`config.mk`:
```
export PLATFORM = sky130hd
export DESIGN_NAME = mem_stage
export DESIGN_NICKNAME = d
export VERILOG_FILES = /design/src/rtl/mips_pkg.sv /design/src/rtl/mem_align.sv /design/src/rtl/mem_stage.sv
export SDC_FILE = /design/constraint.sdc
export NUM_CORES = 1
export LEC_CHECK = 0
export CAP_MARGIN = 20
export CORE_MARGIN = 4
export CORE_UTILIZATION = 45
export DETAILED_ROUTE_END_ITERATION = 8
export DONT_BUFFER_PORTS = 1
export PLACE_DENSITY = 0.68
export SYNTH_ARGS = -nofsm -noshare
export SYNTH_HDL_FRONTEND = slang
export SYNTH_SLANG_ARGS = --single-unit
```
`constraint.sdc`:
```
create_clock -name clk -period 3.36 [get_ports clk]
set_clock_uncertainty 0.15 [all_clocks]
set_input_delay 0.84 -clock clk [delete_from_list [all_inputs] [get_ports clk]]
set_output_delay 0.84 -clock clk [all_outputs]
set_load 0.02 [all_outputs]
```
`src/rtl/mips_pkg.sv`:
```
// Shared pipeline definitions: control-word bit positions, access size codes,
// bubble control value and MEM-stage FSM encoding.
package mips_pkg;

  localparam int unsigned CtrlBubble   = 0;
  localparam int unsigned CtrlMemRead  = 1;
  localparam int unsigned CtrlMemWrite = 2;
  localparam int unsigned CtrlRegWrite = 3;
  localparam int unsigned CtrlMemToReg = 4;
  localparam int unsigned CtrlLink     = 5;
  localparam int unsigned CtrlSizeLo   = 6;
  localparam int unsigned CtrlSizeHi   = 7;

  typedef enum logic [1:0] {
    SizeWord  = 2'b00,
    SizeByteS = 2'b01,
    SizeByteU = 2'b10,
    SizeWordA = 2'b11
  } size_e;

  localparam logic [7:0] BubbleCtrl = 8'h01;

  typedef enum logic {
    StIdle,
    StBusy
  } state_e;

  function automatic logic is_byte_size(input logic [1:0] size);
    return (size == SizeByteS) || (size == SizeByteU);
  endfunction

endpackage

```
`src/rtl/mem_align.sv`:
```
// Byte-lane steering for stores and lane extraction plus sign/zero extension for loads.
module mem_align
  import mips_pkg::*;
(
  input  logic [1:0]  size,
  input  logic [1:0]  lane,
  input  logic [31:0] store_data,
  input  logic [31:0] rdata,
  output logic [31:0] wdata,
  output logic [3:0]  be,
  output logic [31:0] load_data
);

  logic [7:0] byte_sel;

  always_comb begin
    wdata     = store_data;
    be        = 4'hF;
    load_data = rdata;
    byte_sel  = rdata[{lane, 3'b000} +: 8];
    if (is_byte_size(size)) begin
      // Replicate the byte on all lanes; the byte enable picks the live one.
      wdata     = {4{store_data[7:0]}};
      be        = 4'b0001 << lane;
      load_data = (size == SizeByteS) ? {{24{byte_sel[7]}}, byte_sel} : {24'b0, byte_sel};
    end
  end

endmodule

```
`src/rtl/mem_stage.sv`:
```
// MEM pipeline stage: issues data-memory accesses over a req/ack bus, stalls the front
// pipeline while an access is outstanding, and drives the MEM/WB register.
module mem_stage
  import mips_pkg::*;
#(
  parameter int unsigned ADDR_W      = 32,
  parameter logic [7:0]  BUBBLE_CTRL = BubbleCtrl
) (
  input  logic              clk,
  input  logic              reset,
  input  logic [7:0]        control_in,
  input  logic [31:0]       pc_4_in,
  input  logic [31:0]       alu_in,
  input  logic [31:0]       sw_in,
  input  logic [4:0]        regdst_in,
  output logic              stall_out,
  output logic              misalign_out,
  output logic              dmem_req,
  output logic              dmem_we,
  output logic [ADDR_W-1:0] dmem_addr,
  output logic [31:0]       dmem_wdata,
  output logic [3:0]        dmem_be,
  input  logic              dmem_ack,
  input  logic [31:0]       dmem_rdata,
  output logic [7:0]        wb_control_out,
  output logic [31:0]       wb_data_out,
  output logic [4:0]        wb_regdst_out
);

  state_e            state_q, state_d;
  logic              req_q, req_d;
  logic              we_q, we_d;
  logic [ADDR_W-1:0] addr_q, addr_d;
  logic [31:0]       wdata_q, wdata_d;
  logic [3:0]        be_q, be_d;
  logic              misalign_q, misalign_d;
  logic [7:0]        ctrl_q, ctrl_d;
  logic [4:0]        regdst_q, regdst_d;
  logic [31:0]       alu_q, alu_d;
  logic [7:0]        wb_ctrl_q, wb_ctrl_d;
  logic [31:0]       wb_data_q, wb_data_d;
  logic [4:0]        wb_regdst_q, wb_regdst_d;

  logic        mem_op, misaligned, busy;
  logic [1:0]  align_size, align_lane;
  logic [31:0] align_wdata, align_load;
  logic [3:0]  align_be;

  assign busy       = (state_q == StBusy);
  assign mem_op     = !control_in[CtrlBubble] &&
                      (control_in[CtrlMemRead] || control_in[CtrlMemWrite]);
  assign misaligned = !is_byte_size(control_in[CtrlSizeHi:CtrlSizeLo]) && (alu_in[1:0] != 2'b00);

  // Live inputs steer stores at issue; latched values drive load extraction at ack.
  assign align_size = busy ? ctrl_q[CtrlSizeHi:CtrlSizeLo] : control_in[CtrlSizeHi:CtrlSizeLo];
  assign align_lane = busy ? alu_q[1:0] : alu_in[1:0];

  mem_align u_mem_align (
    .size       (align_size),
    .lane       (align_lane),
    .store_data (sw_in),
    .rdata      (dmem_rdata),
    .wdata      (align_wdata),
    .be         (align_be),
    .load_data  (align_load)
  );

  always_comb begin
    state_d     = state_q;
    req_d       = req_q;
    we_d        = we_q;
    addr_d      = addr_q;
    wdata_d     = wdata_q;
    be_d        = be_q;
    ctrl_d      = ctrl_q;
    regdst_d    = regdst_q;
    alu_d       = alu_q;
    misalign_d  = 1'b0;
    wb_ctrl_d   = BUBBLE_CTRL;
    wb_data_d   = '0;
    wb_regdst_d = '0;
    stall_out   = 1'b0;
    unique case (state_q)
      StIdle: begin
        if (mem_op && misaligned) begin
          misalign_d = 1'b1;
        end else if (mem_op) begin
          stall_out = 1'b1;
          state_d   = StBusy;
          req_d     = 1'b1;
          we_d      = control_in[CtrlMemWrite];
          addr_d    = {alu_in[ADDR_W-1:2], 2'b00};
          wdata_d   = align_wdata;
          be_d      = align_be;
          ctrl_d    = control_in;
          regdst_d  = regdst_in;
          alu_d     = alu_in;
        end else begin
          wb_ctrl_d   = control_in;
          wb_data_d   = control_in[CtrlLink] ? pc_4_in : alu_in;
          wb_regdst_d = regdst_in;
        end
      end
      StBusy: begin
        stall_out = !dmem_ack;
        if (dmem_ack) begin
          req_d       = 1'b0;
          state_d     = StIdle;
          wb_ctrl_d   = ctrl_q;
          wb_regdst_d = regdst_q;
          wb_data_d   = (ctrl_q[CtrlMemRead] && !ctrl_q[CtrlMemWrite]) ? align_load : alu_q;
        end
      end
      default: state_d = StIdle;
    endcase
  end

  always_ff @(posedge clk or negedge reset) begin
    if (!reset) begin
      state_q     <= StIdle;
      req_q       <= 1'b0;
      we_q        <= 1'b0;
      addr_q      <= '0;
      wdata_q     <= '0;
      be_q        <= '0;
      misalign_q  <= 1'b0;
      ctrl_q      <= BUBBLE_CTRL;
      regdst_q    <= '0;
      alu_q       <= '0;
      wb_ctrl_q   <= BUBBLE_CTRL;
      wb_data_q   <= '0;
      wb_regdst_q <= '0;
    end else begin
      state_q     <= state_d;
      req_q       <= req_d;
      we_q        <= we_d;
      addr_q      <= addr_d;
      wdata_q     <= wdata_d;
      be_q        <= be_d;
      misalign_q  <= misalign_d;
      ctrl_q      <= ctrl_d;
      regdst_q    <= regdst_d;
      alu_q       <= alu_d;
      wb_ctrl_q   <= wb_ctrl_d;
      wb_data_q   <= wb_data_d;
      wb_regdst_q <= wb_regdst_d;
    end
  end

  assign misalign_out   = misalign_q;
  assign dmem_req       = req_q;
  assign dmem_we        = we_q;
  assign dmem_addr      = addr_q;
  assign dmem_wdata     = wdata_q;
  assign dmem_be        = be_q;
  assign wb_control_out = wb_ctrl_q;
  assign wb_data_out    = wb_data_q;
  assign wb_regdst_out  = wb_regdst_q;

endmodule

```
==> impl_metrics.py <==
metrics = {
    "logic_synthesis": {
        "synth_edf_count": 0,
        "synth_area_leader_cell": "dfrtp_1",
        "netlist_instances": 574,
        "syn_avg_cell_area_um2": 11.2,
        "ys_types": 39,
        "syn_area_um2": 6460,
        "synth_top_cell_area_share_pct": 49.2,
        "synthArstFlopShare_pct": 100,
        "synth-seq-cells": 129,
        "synth_common_cells": "127 x dfrtp_1, 78 x a21oi_1, 53 x mux2_2",
        "synth_seq_area_share_pct": 50.0,
        "synth_top_flop_cell": "dfrtp_1",
        "yosys_warnings": 0,
        "synth_top_cells_by_area": "dfrtp_1 49%, mux2_2 9.2%, mux2i_1 6.2%",
        "yosysMostFrequentCell": "dfrtp_1",
    },
    "final_layout": {
        "fin_cells": 724,
        "drive_above_1_share_pct": 19.7,
        "area_growth_pct": 8.16,
        "antenna_cells": 0,
        "final_util_pct": 49.9,
        "seq_area_um2": 3230,
        "layout.nets": 677,
        "nFillCells": 1266,
        "multi_input_area_um2": 2740,
        "fin_area_um2": 6980,
    },
    "placed_design": {
        "dp.cells": 692,
        "placedInstanceArea_um2": 6320,
        "io_buffers": 0,
        "gp_congestion": 0.857,
        "dp_hpwl_um": 13100,
    },
    "clock_network": {
        "clkSinkCount": 129,
        "htreeDepth": 4,
        "cts_resized": 0,
        "path_clk_slew_ps": 60,
        "post-cts-setup-buffers": 0,
        "cts_inserted_buffers": 17,
        "clockBufferDepth": 2,
        "tritoncts": "yes",
        "clockRootBuffer": "clkbuf_16",
        "clk_latency_ps": 410,
    },
    "worst_setup_path": {
        "r2r_slack_ps": 890,
        "path_cells": "buf_4 -> a2111oi_4 -> a21o_1",
        "slowest_delay_ps": 440,
        "worstPathRequired_ps": 2370,
        "startpoint": "busy",
        "worst-path-buf-inv": 1,
        "endpoint_kind": "primary output",
        "arrival_ps": 1750,
        "worstPathMaxFanout": 17,
        "reg2reg_from": "busy",
        "cp_slowest_cell": "dfrtp_1",
        "critical_path.top_delay_family": "compound AO/OA/AOI/OAI gates",
        "critPathLaunchType": "register",
        "crit_type": "register to primary output",
    },
    "global_routing": {
        "grt_overflow": 0,
        "grtUsageTotal_pct": 22.5,
        "antenna_found_initial": 1,
        "grt_max_degree": 130,
        "grt_pass1_wl_um": 28100,
        "grt_pass1_vias": 4633,
    },
    "pwr": {
        "ir_drop_mv": 0.356,
        "power.total_mw": 6.05,
        "p_leak_nw": 3.01,
        "power_density_nw_per_um2": 866,
    },
    "timing": {
        "setup_viol": 0,
        "slew_headroom_pct": 53.1,
        "fin_tns_setup_ps": 0,
        "whs_ps": -28.4,
        "fin_crit_ps": 2740,
        "finalCritPeriodShare_pct": 81.7,
        "timing.final.hold_violations": 29,
        "grt_setup_unrepaired": "false",
        "max_freq_mhz": 364,
        "final_max_slew_viol_count": 0,
        "worst_pin_slew_ps": 690,
    },
    "route": {
        "wl_um": 18500,
        "viasPerCell": 6.28,
        "drc_errors": 0,
        "drt_iter0_drc": 324,
        "final_antenna_net_count": 0,
        "routedWlPerCell_um": 25.5,
        "firstDrtPassIters": 6,
        "num_vias": 4550,
    },
    "floorplan": {
        "core-area_um2": 14000,
        "start_util_pct": 46.2,
        "row_count": 43,
        "die_h_um": 128,
        "num_io_pins": 261,
        "dieWidth_um": 128,
        "die_area_um2": 16300,
    },
    "outcome": {
        "outcome": "finished with violations",
        "violations": "negative hold slack",
    },
    "flow_run": {
        "drv_cap": 0,
    },
    "worst_hold_path": {
        "hp-class": "input port to async pin",
    },
}
[kinds of logic (layout without fill, tap and decap cells)]
family / after synthesis / in the layout / share of synthesized area (%)
fa+ha+maj: 1 / 1 / 0.194
other cells: 1 / 2 / 0.0581
xor+xnor: 1 / 1 / 0.136
buf+inv: 79 / 48 / 7.81
flops: 129 / 129 / 50.0
simple gates: 95 / 95 / 8.91
mux: 94 / 94 / 15.7
compound gates: 174 / 174 / 17.2
[cells in the final DEF (no fill, tap or decap), types with 2 or more instances in the layout]
cell        count
dfstp_2         2
nand2_1        11
dfrtp_1       127
nand3b_1        2
mux2_2         53
a21oi_1        78
o21ai_0        26
o221ai_1        7
a22o_1         12
nor2_1         35
a31oi_1         3
o22a_1         26
clkinv_2        2
conb_1          2
nand2b_1        4
clkbuf_16      17
clkinv_4        3
clkinvlp_4      2
mux2i_1        40
nor2b_1        10
bufinv_16       5
o22ai_1         7
inv_1           2
and4b_1        24
nor3_1          2
buf_4          13
a21o_1         11
[metrics by stage]
step | worst slack (ps) | hold WS (ps)
finish | 616 | -28.4
global route | 545 | -55.3
CTS | 586 | -50.2
detailed placement | 615 | 330
global placement | 622 | 323
floorplan | 180 | 315
[per-layer routing]
| layer | wire (µm) | global-route usage [%] |
|---|---|---|
| met1 | 7020 | 28.1 |
| met2 | 9230 | 36.4 |
| met3 | 1780 | 7.33 |
| met4 | 441 | 8.55 |
| met5 | 13 | 0 |
[report_power, final]
group	total (mW)	internal (mW)	leakage (nW)	switching, mW
Combinational	1.21	0.548	1.15	0.658
Sequential	2.81	1.98	1.54	0.829
Clock	2.03	1.33	0.312	0.700
Total	6.05	3.87	3.01	2.19
[layout make-up]
type | instances | area share (%)
clock inverter | 13 | 3.01
inverter | 2 | 0.107
tap | 180 | 3.22
multi-input combinational | 367 | 39.2
sequential | 129 | 46.3
clock buffer | 18 | 6.29
timing repair buffer | 15 | 1.90
[sequential cells by signal, summed over array words and instances, names as in the netlist]
name / cells
alu_q: 32
dmem_wdata: 32
wb_data_out: 32
ctrl_q: 8
wb_control_out: 8
regdst_q: 5
wb_regdst_out: 5
dmem_be: 4
busy: 1
dmem_req: 1
misalign_out: 1
[worst paths after layout]
kind,cells past startpoint,endpoint
max reg2reg,7,wb_data_out[19]
min,0,alu_q[24]
min in group clk,1,ctrl_q[0]
min reg2reg,1,ctrl_q[0]
max in group asynchronous,0,ctrl_q[0]
max,3,stall_out
Power figures use the tool's default switching activity.
